$ cat src/rtl/pc_redirect_ctrl_pkg.sv
// pc_ctrl_pkg: shared types and constants for the ID-stage redirect controller.
//   cf_op_t  : control-flow class of the instruction sitting in ID
//   state_t  : controller FSM states
//   RESET_PC : fetch address the PC unit starts from
//   ZERO_REG : hard-wired zero register, never a hazard source
package pc_ctrl_pkg;

  typedef enum logic [2:0] {
    CF_NONE = 3'd0,
    CF_BEQ  = 3'd1,
    CF_BNE  = 3'd2,
    CF_J    = 3'd3,
    CF_JAL  = 3'd4,
    CF_JR   = 3'd5
  } cf_op_t;

  typedef enum logic [1:0] {
    ST_RUN   = 2'd0,
    ST_STALL = 2'd1,
    ST_REDIR = 2'd2
  } state_t;

  localparam logic [31:0] RESET_PC = 32'h0000_3000;
  localparam logic [4:0]  ZERO_REG = 5'd0;

  // Stall counter width; stall parameters must fit below 2**CNT_W.
  localparam int CNT_W = 4;

  // Ops that consume their register operand in ID (compare / jump register).
  function automatic logic is_id_consumer(input logic [2:0] op);
    return (op == CF_BEQ) || (op == CF_BNE) || (op == CF_JR);
  endfunction

endpackage

$ cat src/rtl/pc_redirect_ctrl_if.sv
// pc_redirect_ctrl_if: ID/EX/MEM sideband in, PC-unit controls out.
//   slave  : the controller (consumes ID/EX/MEM info, drives PC controls)
//   master : the pipeline side (drives ID/EX/MEM info, observes PC controls)
interface pc_redirect_ctrl_if;
  // ID stage
  logic        id_valid;
  logic [2:0]  id_op;
  logic [31:0] id_pc;
  logic [15:0] id_imm16;
  logic [25:0] id_index26;
  logic [4:0]  id_rs;
  logic [4:0]  id_rt;
  logic        id_uses_rs;
  logic        id_uses_rt;
  logic [31:0] rs_val;
  logic [31:0] rt_val;
  // EX / MEM producers
  logic        ex_reg_write;
  logic        ex_mem_read;
  logic [4:0]  ex_rd;
  logic        mem_mem_read;
  logic [4:0]  mem_rd;
  // PC unit controls
  logic        PcSel;
  logic        dojump;
  logic [31:0] branchAddr;
  logic [31:0] jumpAddr;
  logic        do_stall;
  logic        id_hold;
  logic        if_flush;

  modport slave (
    input  id_valid, id_op, id_pc, id_imm16, id_index26, id_rs, id_rt,
           id_uses_rs, id_uses_rt, rs_val, rt_val,
           ex_reg_write, ex_mem_read, ex_rd, mem_mem_read, mem_rd,
    output PcSel, dojump, branchAddr, jumpAddr, do_stall, id_hold, if_flush
  );

  modport master (
    output id_valid, id_op, id_pc, id_imm16, id_index26, id_rs, id_rt,
           id_uses_rs, id_uses_rt, rs_val, rt_val,
           ex_reg_write, ex_mem_read, ex_rd, mem_mem_read, mem_rd,
    input  PcSel, dojump, branchAddr, jumpAddr, do_stall, id_hold, if_flush
  );
endinterface

$ cat src/rtl/pc_redirect_ctrl_target.sv
// pc_target_calc: combinational branch/jump target and branch condition.
//   i_op/i_pc/i_imm16/i_index26 : ID instruction fields
//   i_rs_val/i_rt_val           : forwarded operands
//   o_br_taken / o_jmp_taken    : redirect class (mutually exclusive by op)
//   o_br_target / o_jmp_target  : computed targets (32-bit wrap)
module pc_target_calc
  import pc_ctrl_pkg::*;
(
  input  logic [2:0]  i_op,
  input  logic [31:0] i_pc,
  input  logic [15:0] i_imm16,
  input  logic [25:0] i_index26,
  input  logic [31:0] i_rs_val,
  input  logic [31:0] i_rt_val,
  output logic        o_br_taken,
  output logic        o_jmp_taken,
  output logic [31:0] o_br_target,
  output logic [31:0] o_jmp_target
);
  logic [31:0] w_pc4;
  logic        w_eq;

  assign w_pc4 = i_pc + 32'd4;
  assign w_eq  = (i_rs_val == i_rt_val);

  // Word offset, sign-extended and scaled to bytes.
  assign o_br_target  = w_pc4 + {{14{i_imm16[15]}}, i_imm16, 2'b00};
  assign o_jmp_target = (i_op == CF_JR) ? i_rs_val
                                        : {w_pc4[31:28], i_index26, 2'b00};

  assign o_br_taken  = ((i_op == CF_BEQ) && w_eq) || ((i_op == CF_BNE) && !w_eq);
  assign o_jmp_taken = (i_op == CF_J) || (i_op == CF_JAL) || (i_op == CF_JR);
endmodule

$ cat src/rtl/pc_redirect_ctrl.sv
// pc_redirect_ctrl: ID-stage control-flow resolver and hazard stall generator.
//   Clk, ReSet : clock, synchronous active-high reset
//   bus        : pc_redirect_ctrl_if.slave (ID/EX/MEM info in, PC-unit controls out)
// All outputs are registered: a decision taken in cycle N is seen by the PC unit in N+1.
// Build option: DELAY_SLOT_EN -- the slot after a branch/jump executes, if_flush stays 0.
module pc_redirect_ctrl
  import pc_ctrl_pkg::*;
#(
  parameter int LOAD_USE_STALL    = 1,
  parameter int BRANCH_ALU_STALL  = 1,
  parameter int BRANCH_LOAD_STALL = 2
) (
  input  logic               Clk,
  input  logic               ReSet,
  pc_redirect_ctrl_if.slave  bus
);
  localparam logic [CNT_W-1:0] LD_USE = CNT_W'(LOAD_USE_STALL);
  localparam logic [CNT_W-1:0] BR_ALU = CNT_W'(BRANCH_ALU_STALL);
  localparam logic [CNT_W-1:0] BR_LD  = CNT_W'(BRANCH_LOAD_STALL);
  localparam logic [CNT_W-1:0] ONE    = CNT_W'(1);

  function automatic logic [CNT_W-1:0] max_n(input logic [CNT_W-1:0] a,
                                             input logic [CNT_W-1:0] b);
    return (a > b) ? a : b;
  endfunction

  // Stall cycles one source operand needs against the EX/MEM producers.
  function automatic logic [CNT_W-1:0] opnd_need(
    input logic       use_r,
    input logic [4:0] r,
    input logic       id_cons,
    input logic       ex_ld,
    input logic       ex_wr,
    input logic [4:0] ex_rd,
    input logic       mem_ld,
    input logic [4:0] mem_rd
  );
    logic [CNT_W-1:0] n;
    n = '0;
    if (use_r && (r != ZERO_REG)) begin
      if (id_cons) begin
        if (ex_ld && (r == ex_rd)) n = max_n(n, BR_LD);
        if (ex_wr && (r == ex_rd)) n = max_n(n, BR_ALU);
        if (mem_ld && (r == mem_rd)) n = max_n(n, ONE);
      end else if (ex_ld && (r == ex_rd)) begin
        n = LD_USE;
      end
    end
    return n;
  endfunction

  state_t           r_state;
  logic [CNT_W-1:0] r_cnt;
  logic             r_pcsel, r_dojump, r_stall, r_hold, r_flush;
  logic [31:0]      r_baddr, r_jaddr;

  logic             w_br_taken, w_jmp_taken;
  logic [31:0]      w_br_target, w_jmp_target;
  logic             w_id_cons;
  logic [CNT_W-1:0] w_need_rs, w_need_rt, w_need;
  logic             w_hazard, w_eval;

  pc_target_calc u_tgt (
    .i_op        (bus.id_op),
    .i_pc        (bus.id_pc),
    .i_imm16     (bus.id_imm16),
    .i_index26   (bus.id_index26),
    .i_rs_val    (bus.rs_val),
    .i_rt_val    (bus.rt_val),
    .o_br_taken  (w_br_taken),
    .o_jmp_taken (w_jmp_taken),
    .o_br_target (w_br_target),
    .o_jmp_target(w_jmp_target)
  );

  assign w_id_cons = is_id_consumer(bus.id_op);
  assign w_need_rs = opnd_need(bus.id_uses_rs, bus.id_rs, w_id_cons, bus.ex_mem_read,
                               bus.ex_reg_write, bus.ex_rd, bus.mem_mem_read, bus.mem_rd);
  assign w_need_rt = opnd_need(bus.id_uses_rt, bus.id_rt, w_id_cons, bus.ex_mem_read,
                               bus.ex_reg_write, bus.ex_rd, bus.mem_mem_read, bus.mem_rd);
  assign w_need    = bus.id_valid ? max_n(w_need_rs, w_need_rt) : '0;
  assign w_hazard  = (w_need != '0);

  // ID is (re)evaluated in RUN and in the last stall cycle, so a stalled
  // branch resolves straight out of the stall without an idle cycle.
  assign w_eval = (r_state == ST_RUN) || ((r_state == ST_STALL) && (r_cnt == '0));

  always_ff @(posedge Clk) begin
    if (ReSet) begin
      r_state  <= ST_RUN;
      r_cnt    <= '0;
      r_pcsel  <= 1'b0;
      r_dojump <= 1'b0;
      r_stall  <= 1'b0;
      r_hold   <= 1'b0;
      r_flush  <= 1'b0;
      r_baddr  <= '0;
      r_jaddr  <= '0;
    end else begin
      r_pcsel  <= 1'b0;
      r_dojump <= 1'b0;
      r_stall  <= 1'b0;
      r_hold   <= 1'b0;
      r_flush  <= 1'b0;
      if ((r_state == ST_STALL) && (r_cnt != '0)) begin
        r_cnt   <= r_cnt - ONE;
        r_stall <= 1'b1;
        r_hold  <= 1'b1;
      end else if (w_eval) begin
        if (w_hazard) begin
          // Stall wins over a redirect; the branch is resolved afterwards.
          r_state <= ST_STALL;
          r_cnt   <= w_need - ONE;
          r_stall <= 1'b1;
          r_hold  <= 1'b1;
        end else if (bus.id_valid && (w_br_taken || w_jmp_taken)) begin
          r_state <= ST_REDIR;
          if (w_br_taken) begin
            r_pcsel <= 1'b1;
            r_baddr <= w_br_target;
          end else begin
            r_dojump <= 1'b1;
            r_jaddr  <= w_jmp_target;
          end
`ifdef DELAY_SLOT_EN
          r_flush <= 1'b0;
`else
          r_flush <= 1'b1;
`endif
        end else begin
          r_state <= ST_RUN;
        end
      end else begin
        // REDIR lasts one cycle; ID content is ignored while it is shown.
        r_state <= ST_RUN;
      end
    end
  end

  assign bus.PcSel      = r_pcsel;
  assign bus.dojump     = r_dojump;
  assign bus.branchAddr = r_baddr;
  assign bus.jumpAddr   = r_jaddr;
  assign bus.do_stall   = r_stall;
  assign bus.id_hold    = r_hold;
  assign bus.if_flush   = r_flush;

  // Selector 2'b11 is illegal for the PC unit.
  a_sel_onehot: assert property (@(posedge Clk) disable iff (ReSet) !(r_pcsel && r_dojump));
endmodule
$ cat src/flat_wrapper.sv
// flat-port wrapper written by rule: the top's interface ports become plain ports
module pc_redirect_ctrl_flat import pc_ctrl_pkg::*;
#(
  parameter int LOAD_USE_STALL    = 1,
  parameter int BRANCH_ALU_STALL  = 1,
  parameter int BRANCH_LOAD_STALL = 2
)
  (Clk, ReSet, bus_id_valid, bus_id_op, bus_id_pc, bus_id_imm16, bus_id_index26, bus_id_rs, bus_id_rt, bus_id_uses_rs, bus_id_uses_rt, bus_rs_val, bus_rt_val, bus_ex_reg_write, bus_ex_mem_read, bus_ex_rd, bus_mem_mem_read, bus_mem_rd, bus_PcSel, bus_dojump, bus_branchAddr, bus_jumpAddr, bus_do_stall, bus_id_hold, bus_if_flush);
  pc_redirect_ctrl_if bus_i ();
  input  logic Clk;
  input  logic ReSet;
  input wire logic [$bits(bus_i.id_valid)-1:0] bus_id_valid;
  input wire logic [$bits(bus_i.id_op)-1:0] bus_id_op;
  input wire logic [$bits(bus_i.id_pc)-1:0] bus_id_pc;
  input wire logic [$bits(bus_i.id_imm16)-1:0] bus_id_imm16;
  input wire logic [$bits(bus_i.id_index26)-1:0] bus_id_index26;
  input wire logic [$bits(bus_i.id_rs)-1:0] bus_id_rs;
  input wire logic [$bits(bus_i.id_rt)-1:0] bus_id_rt;
  input wire logic [$bits(bus_i.id_uses_rs)-1:0] bus_id_uses_rs;
  input wire logic [$bits(bus_i.id_uses_rt)-1:0] bus_id_uses_rt;
  input wire logic [$bits(bus_i.rs_val)-1:0] bus_rs_val;
  input wire logic [$bits(bus_i.rt_val)-1:0] bus_rt_val;
  input wire logic [$bits(bus_i.ex_reg_write)-1:0] bus_ex_reg_write;
  input wire logic [$bits(bus_i.ex_mem_read)-1:0] bus_ex_mem_read;
  input wire logic [$bits(bus_i.ex_rd)-1:0] bus_ex_rd;
  input wire logic [$bits(bus_i.mem_mem_read)-1:0] bus_mem_mem_read;
  input wire logic [$bits(bus_i.mem_rd)-1:0] bus_mem_rd;
  output wire logic [$bits(bus_i.PcSel)-1:0] bus_PcSel;
  output wire logic [$bits(bus_i.dojump)-1:0] bus_dojump;
  output wire logic [$bits(bus_i.branchAddr)-1:0] bus_branchAddr;
  output wire logic [$bits(bus_i.jumpAddr)-1:0] bus_jumpAddr;
  output wire logic [$bits(bus_i.do_stall)-1:0] bus_do_stall;
  output wire logic [$bits(bus_i.id_hold)-1:0] bus_id_hold;
  output wire logic [$bits(bus_i.if_flush)-1:0] bus_if_flush;
  assign bus_i.id_valid = bus_id_valid;
  assign bus_i.id_op = bus_id_op;
  assign bus_i.id_pc = bus_id_pc;
  assign bus_i.id_imm16 = bus_id_imm16;
  assign bus_i.id_index26 = bus_id_index26;
  assign bus_i.id_rs = bus_id_rs;
  assign bus_i.id_rt = bus_id_rt;
  assign bus_i.id_uses_rs = bus_id_uses_rs;
  assign bus_i.id_uses_rt = bus_id_uses_rt;
  assign bus_i.rs_val = bus_rs_val;
  assign bus_i.rt_val = bus_rt_val;
  assign bus_i.ex_reg_write = bus_ex_reg_write;
  assign bus_i.ex_mem_read = bus_ex_mem_read;
  assign bus_i.ex_rd = bus_ex_rd;
  assign bus_i.mem_mem_read = bus_mem_mem_read;
  assign bus_i.mem_rd = bus_mem_rd;
  assign bus_PcSel = bus_i.PcSel;
  assign bus_dojump = bus_i.dojump;
  assign bus_branchAddr = bus_i.branchAddr;
  assign bus_jumpAddr = bus_i.jumpAddr;
  assign bus_do_stall = bus_i.do_stall;
  assign bus_id_hold = bus_i.id_hold;
  assign bus_if_flush = bus_i.if_flush;
  pc_redirect_ctrl #(.LOAD_USE_STALL(LOAD_USE_STALL), .BRANCH_ALU_STALL(BRANCH_ALU_STALL), .BRANCH_LOAD_STALL(BRANCH_LOAD_STALL)) u_core (.Clk(Clk), .ReSet(ReSet), .bus(bus_i));
endmodule
$ cat config.mk
export PLATFORM = sky130hd
export DESIGN_NAME = pc_redirect_ctrl_flat
export DESIGN_NICKNAME = d
export VERILOG_FILES = /design/src/rtl/pc_redirect_ctrl_pkg.sv /design/src/rtl/pc_redirect_ctrl_if.sv /design/src/rtl/pc_redirect_ctrl_target.sv /design/src/rtl/pc_redirect_ctrl.sv /design/src/flat_wrapper.sv
export SDC_FILE = /design/constraint.sdc
export NUM_CORES = 1
export LEC_CHECK = 0
export CAP_MARGIN = 20
export CORE_ASPECT_RATIO = 2
export CORE_MARGIN = 5
export CORE_UTILIZATION = 44
export DETAILED_ROUTE_END_ITERATION = 6
export GPL_ROUTABILITY_DRIVEN = 0
export HOLD_SLACK_MARGIN = 0.15
export PLACE_DENSITY_LB_ADDON = 0.3
export SYNTH_ARGS = -nofsm -noshare
export SYNTH_HDL_FRONTEND = slang
export SYNTH_SLANG_ARGS = --single-unit
$ cat constraint.sdc
create_clock -name Clk -period 5.1 [get_ports Clk]
set_input_delay 1.275 -clock Clk [delete_from_list [all_inputs] [get_ports Clk]]
set_output_delay 1.275 -clock Clk [all_outputs]
set_load 0.02 [all_outputs]
; ---- Word level (Yosys, flattened, before mapping)
; Cells that the tools add are included.
[word_totals]
register_bits = 74
inputBits = 169
[op_classes]
n_bitwise = 5
n_addsub = 4
reduce_logical = 34
eq_ne = 11
order_cmp = 5
muxes = 39
[ops]
columns = cell, count
row1 = two-way mux 4 bit, 25
row2 = adder 32 x 3 -> 32 bit (second input constant), 1
row3 = adder 32 bit, 1
row4 = equality test 32 bit, 1
row5 = two-way mux 32 bit, 1
row6 = equality test 5 bit, 4
row7 = greater-than comparator 4 x 1 -> 1 bit (second input constant), 4
row8 = logical AND 1 bit, 13
row9 = two-way mux 2 bit, 5
row10 = AND reduction 5 bit, 2
row11 = nonzero test 5 bit, 2
row12 = two-way mux 1 bit, 8
row13 = nonzero test 4 bit, 2
row14 = subtractor 4 x 1 -> 4 bit (second input constant), 2
row15 = logical OR 1 bit, 7
row16 = equality test 3 x 2 -> 1 bit (second input constant), 2
row17 = equality test 3 bit (second input constant), 2
row18 = inverter 1 bit, 5
row19 = OR reduction 5 bit, 1
row20 = greater-than comparator 4 bit, 1
row21 = zero test 4 bit, 1
row22 = nonzero test 2 bit, 2
row23 = OR reduction 4 bit, 1
row24 = equality test 3 x 1 -> 1 bit (second input constant), 1
row25 = 4 further kinds, 4

; ---- Longest topological paths before layout
; Gate-level depths: netlist of the first run.
[logic_depth]
depth_word = 22
ltp_mapped = 15

; ---- Cells and area by module
; Synthesis of the first run repeated with hierarchy kept, for this count alone.
[hier_totals]
hier_cells = 733
hier_area_um2 = 6313.6
[by_module_without_submodules]
columns = mod, area_each_um2, instances, cells_each
row1 = pc_redirect_ctrl, 3368.2, 1, 350
row2 = pc_target_calc, 2945.3, 1, 383

; ---- Worst setup path after synthesis of the first run
; Ideal clock, no wire load.
[synth_timing]
kind = in2reg
startpoint = input bus_id_pc[4]
endpoint = register u_core.r_baddr[27], in the netlist u_core.bus.branchAddr[27]
required_ns = 5.014
setup_ns = 0.086
path_stages = 15
arrival_ns = 4.574
setup_slack_ns = 0.441
path_cell_list = and4_1 and3_1 nand2_1 nor3_1 nand2_1 xnor2_1 ha_1 a21oi_1 o21ai_0 a2111oi_0 or2_2 a21oi_1 o41a_1 xnor2_1 a211oi_1
[synth_between]
elab_chain_len = 2
[synth_rtl]
columns = element, line
row1 = from (decl), flat_wrapper.sv:14  ; input wire logic [$bits(bus_i.id_pc)-1:0] bus_id_pc;
row2 = adder 32 x 3 -> 32 bit, pc_redirect_ctrl_target.sv:23  ; assign w_pc4 = i_pc + 32'd4;
row3 = adder 32 bit, pc_redirect_ctrl_target.sv:27  ; assign o_br_target = w_pc4 + {{14{i_imm16[15]}}, i_imm16, 2'b00};
row4 = to (signal assigned), pc_redirect_ctrl.sv:120  ; r_baddr <= w_br_target;
row5 = to (decl), pc_redirect_ctrl.sv:55  ; logic [31:0] r_baddr, r_jaddr;
; No other way between the ends.
; A chain may end at the register's enable or synchronous reset.

; ---- Final worst setup path of the first run
[layout_timing]
startpoint = input bus_id_pc[5]
endpoint = register u_core.r_baddr[27], in the netlist u_core.bus.branchAddr[27]
; Same word-level chain as after synthesis.

==> summary.md, run 1 <==
| Metric | Value |
|---|---|
| Status | complete, no violations |
| Postcts setup bufs | 0 |
| Slew margin rel. | 0.516 |
| First-pass GRT wire length | between 30 and 40 mm |
| Actual slew at the worst max-slew pin | ~0.73 ns |
| Residual DRC count | 0 |
| Die Height | about 170 um |
| Hold crit path type | reg2reg |
| Maximum fanout along the worst path | 8 |
| Async S/R FF share, synth | 0 |
| Maximum clock rate | ~0.21 GHz |
| Post-synth cell types | 59 |
| Cell count after synthesis | about 750 |
| Max_cap viols | 0 |
| Ant. Diodes | 0 |
| Overflow after GRT | 0 |
| Clock net sink count | 74 |
| CTS root buffer | clkbuf_16 |
| Synth top area cells | dfxtp_1 26%, xor2_1 8.3%, ha_1 7.1%, xnor2_1 6.7%, nand2_1 6.2% |
| Largest net degree at the start of global routing | 37 |
| Share of the synthesized area in the top cell type | 0.256 |
| Cell Area, Synth | ~5800 um^2 |
| WL final | roughly 21 mm |
| Final core utilization | 0.686 |
| Synth-to-Final Area Change | 54.2% |
| Worst setup SP type | primary input |
| Hold slack | ~0.46 ns |
| Overall power | roughly 2 mW |
| Row Count | between 50 and 60 |
| Die width | between 90 and 100 um |
| Worst EP arrival | roughly 5.0 ns |
| Power per cell area | between 200 and 250 nW/um^2 |
| Clk_skew | roughly 0.008 ns |
| Layout Nets | around 1200 |
| Hold Fails Final Rpt | 0 |
| WS Path Type | in2reg |
| Final setup violation count | 0 |
| Htree depth | 3 |
| DR pass1 iterations | 7 |
| Final slew viol count | 0 |
| Placement-stage cell area | 8580 um^2 |
| I/O Pins | between 200 and 250 |
| Clk slew on worst S/H paths | 0.06 ns |
| Wire per inst | approximately 18 um |
| Antenna Nets Post-Route | 0 |
| Peak supply drop | around 0.18 mV |
| Starting DRT DRC Count | 207 |
| Total CTS buffers | 9 |
| Seq cells post-synth | 74 |
| Net count after synthesis | between 900 and 1000 |
| CTS tree | yes |
| Setup tns final | 0 ns |
| Vias per Instance | 5.65 |
| Prevailing post-synth register cell | dfxtp_1 |
| Finished layout cell area | slightly below 9000 um^2 |
| Lkg Pwr | between 3 and 4 nW |
| Longest Clk Path Bufs | 2 |
| Crit. End Element | register |
| Crit path time final | approximately 4.7 ns |
| Vias in the first global route | 6667 |
| Layout cell share with drive strength beyond 1 | 0.0788 |
| Period utilization | 0.921 |
| I/O Buffers | roughly 240 |
| Worst skew pair latency | about 0.34 ns |
| RSZ-0062 raised after global routing | no |
| Area leader, netlist | dfxtp_1 |
| Initial core utilization | 0.445 |
| Ys Warns | 0 |
| Total GRT Usage | 0.260 |
| Die area | between 15000 and 20000 um^2 |
| Seq/Total Area, Yosys | 0.256 |
| Initial antenna violation count | 0 |
| Post-synth EDFFs | 0 |
| Core area | approximately 13000 um^2 |
| Post-DP HPWL | ~17 mm |
| Post-synthesis area per instance | around 7.7 um^2 |
| Post-synth top cells | 96 x nand2_1, 78 x nor2_1, 74 x dfxtp_1 |
| Data required, critical path | about 5.4 ns |
| Vias after detailed routing | ~6600 |
| Top-count cell post-synth | nand2_1 |
[per-stage QoR]
stage / instances / setup slack (ns)
CTS: 1167 / 0.295
floorplan: 751 / 0.441
finish: 1167 / 0.405
global placement: 1152 / -0.0525
global route: 1167 / 0.108
detailed placement: 1152 / -0.0410
[kinds of logic (layout without fill, tap and decap cells)]
logic type | Yosys count | count (layout) | share of synthesized area
fa+ha+maj | 34 | 34 | 0.0749
xor+xnor | 99 | 99 | 0.150
simple gates | 298 | 298 | 0.246
flops | 74 | 74 | 0.256
buf+inv | 52 | 316 | 0.0368
compound gates | 176 | 176 | 0.204
mux | 18 | 18 | 0.0314
[critical path, stage by stage]
cell and delay (ns):
clkdlybuf4s50_1 0.49, and4_1 0.24, and3_1 0.22, nand2_1 0.09, nor3_1 0.16, buf_4 0.19, nand2_1 0.07, xnor2_1 0.12
ha_1 0.32, a21oi_1 0.19, o21ai_0 0.18, a2111oi_2 0.45, or2_2 0.19, a21oi_1 0.08, o41a_1 0.33, xnor2_1 0.13
a211oi_1 0.20
[power breakdown]
group	total [mW]	internal, mW	switching, mW	leakage [nW]
Clock	0.691	0.428	0.264	0.148
Combinational	0.661	0.340	0.321	2.67
Sequential	0.620	0.605	0.0143	0.602
Total	1.97	1.37	0.599	3.42
[cells in the final DEF, fill, tap and decap left out, types with 4 or more instances in the layout]
cell	Yosys	final
a21o_1	9	9
or3_1	9	9
o22ai_1	4	4
inv_1	17	17
clkbuf_16	0	9
mux2i_1	17	17
xnor2_1	44	44
a211oi_1	10	10
clkdlybuf4s50_1	0	236
and3_1	10	10
a21oi_1	47	47
nand3_1	22	22
nand2_1	96	96
buf_4	2	44
nor4_1	14	14
a311oi_1	28	28
and4_1	6	6
xor2_1	55	55
o21ai_0	34	34
o21bai_1	5	5
nor2_1	78	77
nand4_1	16	16
nor2b_1	6	6
dfxtp_1	74	74
or2_2	7	7
and2_1	4	4
ha_1	33	33
o21a_1	7	7
nor3_1	16	16
a31oi_1	5	5
[metal layers]
layer  vias to the layer above  GRT usage  part of all wire
met5                         -          0                 0
met4                         0      0.130             0.048
met3                        58     0.0566             0.065
met2                       264      0.519              0.55
met1                      3038      0.240              0.34
li1                       3233          -                 -
[state kept, by name (all words and copies together), names as in the netlist]
register               flops
u_core.r_cnt               4
u_core.bus.dojump          1
u_core.bus.do_stall        1
u_core.r_state             2
u_core.bus.PcSel           1
u_core.bus.jumpAddr       32
u_core.bus.branchAddr     32
u_core.bus.if_flush        1
[path summary, 6_finish.rpt]
| check | startpoint | end | slack (ns) | depth (start not counted) |
|---|---|---|---|---|
| max | bus_id_pc[5] | u_core.bus.branchAddr[27] | 0.41 | 17 |
| min | u_core.bus.branchAddr[12] | u_core.bus.branchAddr[12] | 0.46 | 2 |
| max reg2reg | u_core.r_cnt[0] | u_core.bus.jumpAddr[12] | 2.55 | 8 |
| min reg2reg | u_core.bus.branchAddr[12] | u_core.bus.branchAddr[12] | 0.46 | 2 |
[area by class of cell]
class	count	area, um^2
flip-flops and latches	74	1480
inverters	17	63.8
well taps	152	190
fillers	1074	4090
clock buffers	9	225
multi-input cells	625	4100
repair buffers	284	2760
clock inverters	6	92.6
[timing repair]
action,4_1_cts,5_1_grt
endpoints found under the setup margin,0,2
hold buffers,0,0
resized for setup,0,2
(Power assumes the default switching activity.)
==> run 2, diff against run 1 <==
- PLACE_DENSITY: unset -> 0.82
- PLACE_DENSITY_LB_ADDON: 0.3 -> unset
- SLEW_MARGIN: unset -> 20
==> run 2 against run 1 <==
  * Critical path depth grew 1
  * Critical path type unchanged
  * Wire length grew 0.71%
  * Sequential power is essentially flat
  * Final cell count shrank 0.17%
  * Die area is the same
  * Setup slack lost 0.098 ns
  * Core utilization shrank 0.30 points
  * Count of clock-buffer cells in the layout is the same
  * Total power is essentially flat
  * First-iteration DRC count shrank 1.4%
==> summary.md, run 2 (synthesized netlist as in run 1, its figures left out) <==
| Metric | Value |
|---|---|
| Status | complete, no violations |
| Reg-to-Reg Start | u_core.r_cnt[0] |
| Overall power | roughly 2 mW |
| Maximum clock rate | between 0.2 and 0.25 GHz |
| Overflow after GRT | 0 |
| Clock net sink count | 74 |
| Slew margin rel. | 0.520 |
| Vias in the first global route | about 7000 |
| Vias per Instance | roughly 5.7 |
| Layout cell share with drive strength beyond 1 | 0.0760 |
| Peak supply drop | roughly 0.16 mV |
| Hold crit path type | reg2reg |
| RSZ-0062 raised after global routing | no |
| Actual slew at the worst max-slew pin | between 0.7 and 0.8 ns |
| Switching Power | roughly 600 uW |
| Post-Layout Cell Count | 1165 |
| Power per cell area | about 220 nW/um^2 |
| Multi-input logic area | approximately 4100 um^2 |
| WHS Endpoint | u_core.bus.branchAddr[30] |
| Worst skew pair latency | about 0.33 ns |
| Setup tns final | 0 ns |
| Ant. Diodes | 0 |
| Clk slew on worst S/H paths | 0.06 ns |
| Longest Clk Path Bufs | 2 |
| Combinational Power Share | 0.335 |
| Clk_skew | roughly 0.008 ns |
| Antenna Nets Post-Route | 0 |
| Switching share of power | 0.305 |
| Hold Path Origin | u_core.bus.branchAddr[30] |
| Residual DRC count | 0 |
| Commonest non-fill, non-tap cell in the layout | clkdlybuf4s50_1 |
| DR pass1 iterations | 5 |
| # placed instances | between 1000 and 1500 |
| Final slew viol count | 0 |
| WS Path Type | in2reg |
| Crit path time final | between 4 and 5 ns |
| DP Worst Slack | -0.0344 ns |
| FF-to-FF path depth | 8 |
| Hold slack | about 0.45 ns |
| Hold Path Cell Cnt | 2 |
| Synth-to-Final Area Change | 53.5% |
| Maximum fanout along the worst path | 4 |
| Reg area | around 1500 um^2 |
| Worst EP arrival | 4.99 ns |
| Final setup violation count | 0 |
| CTS root buffer | clkbuf_16 |
| WL final | roughly 21 mm |
| CTS tree | yes |
| Largest net degree at the start of global routing | 56 |
| Core area | 13000 um^2 |
| I/O Buffers | between 200 and 250 |
| First-pass GRT wire length | between 30 and 40 mm |
| Flop2flop setup slack | around 2.7 ns |
| Die Height | 172 um |
| Hold Fails Final Rpt | 0 |
| Die area | roughly 16000 um^2 |
| Crit. End Element | register |
| Layout Nets | about 1200 |
| I/O Pins | ~240 |
| Data required, critical path | around 5.3 ns |
| Initial antenna violation count | 0 |
| Vias after detailed routing | 6642 |
| Lkg Pwr | ~3.4 nW |
| Period utilization | 0.940 |
| Worst flop-to-flop path endpoint | u_core.bus.jumpAddr[17] |
| Commonest non-fill, non-tap cells in the layout | 236 x clkdlybuf4s50_1, 96 x nand2_1, 77 x nor2_1, 74 x dfxtp_1, 55 x xor2_1 |
| Total GRT Usage | 0.263 |
| Fill cell total of the finished layout | around 1100 |
| Slowest stage delay, CP | approximately 0.47 ns |
| Total CTS buffers | 9 |
| Row Count | 59 |
| Postcts setup bufs | 0 |
| Htree depth | 3 |
| Wire per inst | around 18 um |
| CP max-delay cell | clkdlybuf4s50_1 |
| Worst setup SP type | primary input |
| Finished layout cell area | slightly below 9000 um^2 |
| Die width | between 90 and 100 um |
| Clock share of power | 0.351 |
| Post-DP HPWL | approximately 18 mm |
| CP cell instances | clkdlybuf4s50_1, and4_1, and3_1, nand2_1, nor3_1, buf_4, nand2_1, xnor2_1, ha_1, a21oi_1, o21ai_0, a2111oi_1, buf_4, nor2_1, o21ai_0, mux2_2, o21ai_0, a21oi_1 |
| Final core utilization | 0.683 |
| Hold buffer count at CTS | 0 |
| CP dominant cell by count | o21ai_0 |
| Reg power frac | 0.314 |
| Placement-stage cell area | 8550 um^2 |
| Initial core utilization | 0.445 |
| Int Power | roughly 1.4 mW |
| Post-route setup slack | roughly 0.3 ns |
| Max_cap viols | 0 |
| Starting DRT DRC Count | 204 |
[run 2: cell count changes in the layout (fill, tap and decap cells not counted)]
cell	before	now
buf_4	44	42
clkinv_2	0	2
a2111oi_1	0	1
a2111oi_2	1	0
buf_12	3	2
clkinv_4	2	1
[run 2: metal layers]
layer	up-vias	wire length (um)	GRT usage
met1	3112	6840	0.234
li1	3220	-	-
met2	232	12100	0.530
met4	0	1270	0.160
met5	-	0	0
met3	78	1110	0.0461
[run 2: how the worst max path moves through the flow]
| stage | slack (ns) | to | from | cells past startpoint |
|---|---|---|---|---|
| 4_1_cts | 0.28 | u_core.bus.branchAddr[25] | bus_id_pc[4] | 18 |
| 2_1_floorplan | 0.44 | u_core.bus.branchAddr[27] | bus_id_pc[4] | 15 |
| 3_3_place_gp | 0.07 | u_core.bus.branchAddr[25] | bus_id_pc[4] | 18 |
| 6_report | 0.31 | u_core.bus.branchAddr[25] | bus_id_pc[5] | 18 |
| 5_1_grt | 0.05 | u_core.bus.branchAddr[25] | bus_id_pc[7] | 18 |
| 3_5_place_dp | -0.03 | u_core.bus.branchAddr[25] | bus_id_pc[4] | 18 |
[run 2: power by group through the flow]
| stage | Sequential (mW) | Combinational (mW) | Clock [mW] |
|---|---|---|---|
| floorplan | 0.662 | 0.304 | 0 |
| global placement | 0.632 | 0.645 | 0 |
| detailed placement | 0.632 | 0.654 | 0 |
| CTS | 0.620 | 0.660 | 0.704 |
| global route | 0.623 | 0.715 | 0.731 |
| finish | 0.620 | 0.662 | 0.692 |
[run 2: worst max-delay path: cells and delay by family]
kind,cells,cell delay [ns]
adder cells (fa/ha/maj),1,0.32
AND/OR/NAND/NOR,6,0.83
multiplexers,1,0.35
XOR/XNOR,1,0.13
AO/OA/AOI/OAI,6,1.24
buffers and inverters,3,0.83
[run 2: final cells by class]
class,instances,area share
clock buffer,9,0.0254
clock inverter,7,0.0106
inverter,17,0.00720
multi-input combinational,625,0.461
sequential,74,0.167
tap,152,0.0214
timing repair buffer,281,0.307
[run 2: repair_timing]
| action | in CTS | in global routing |
|---|---|---|
| endpoints found under the hold margin | 0 | 0 |
| resized for setup | 0 | 1 |
| endpoints found under the setup margin | 0 | 1 |
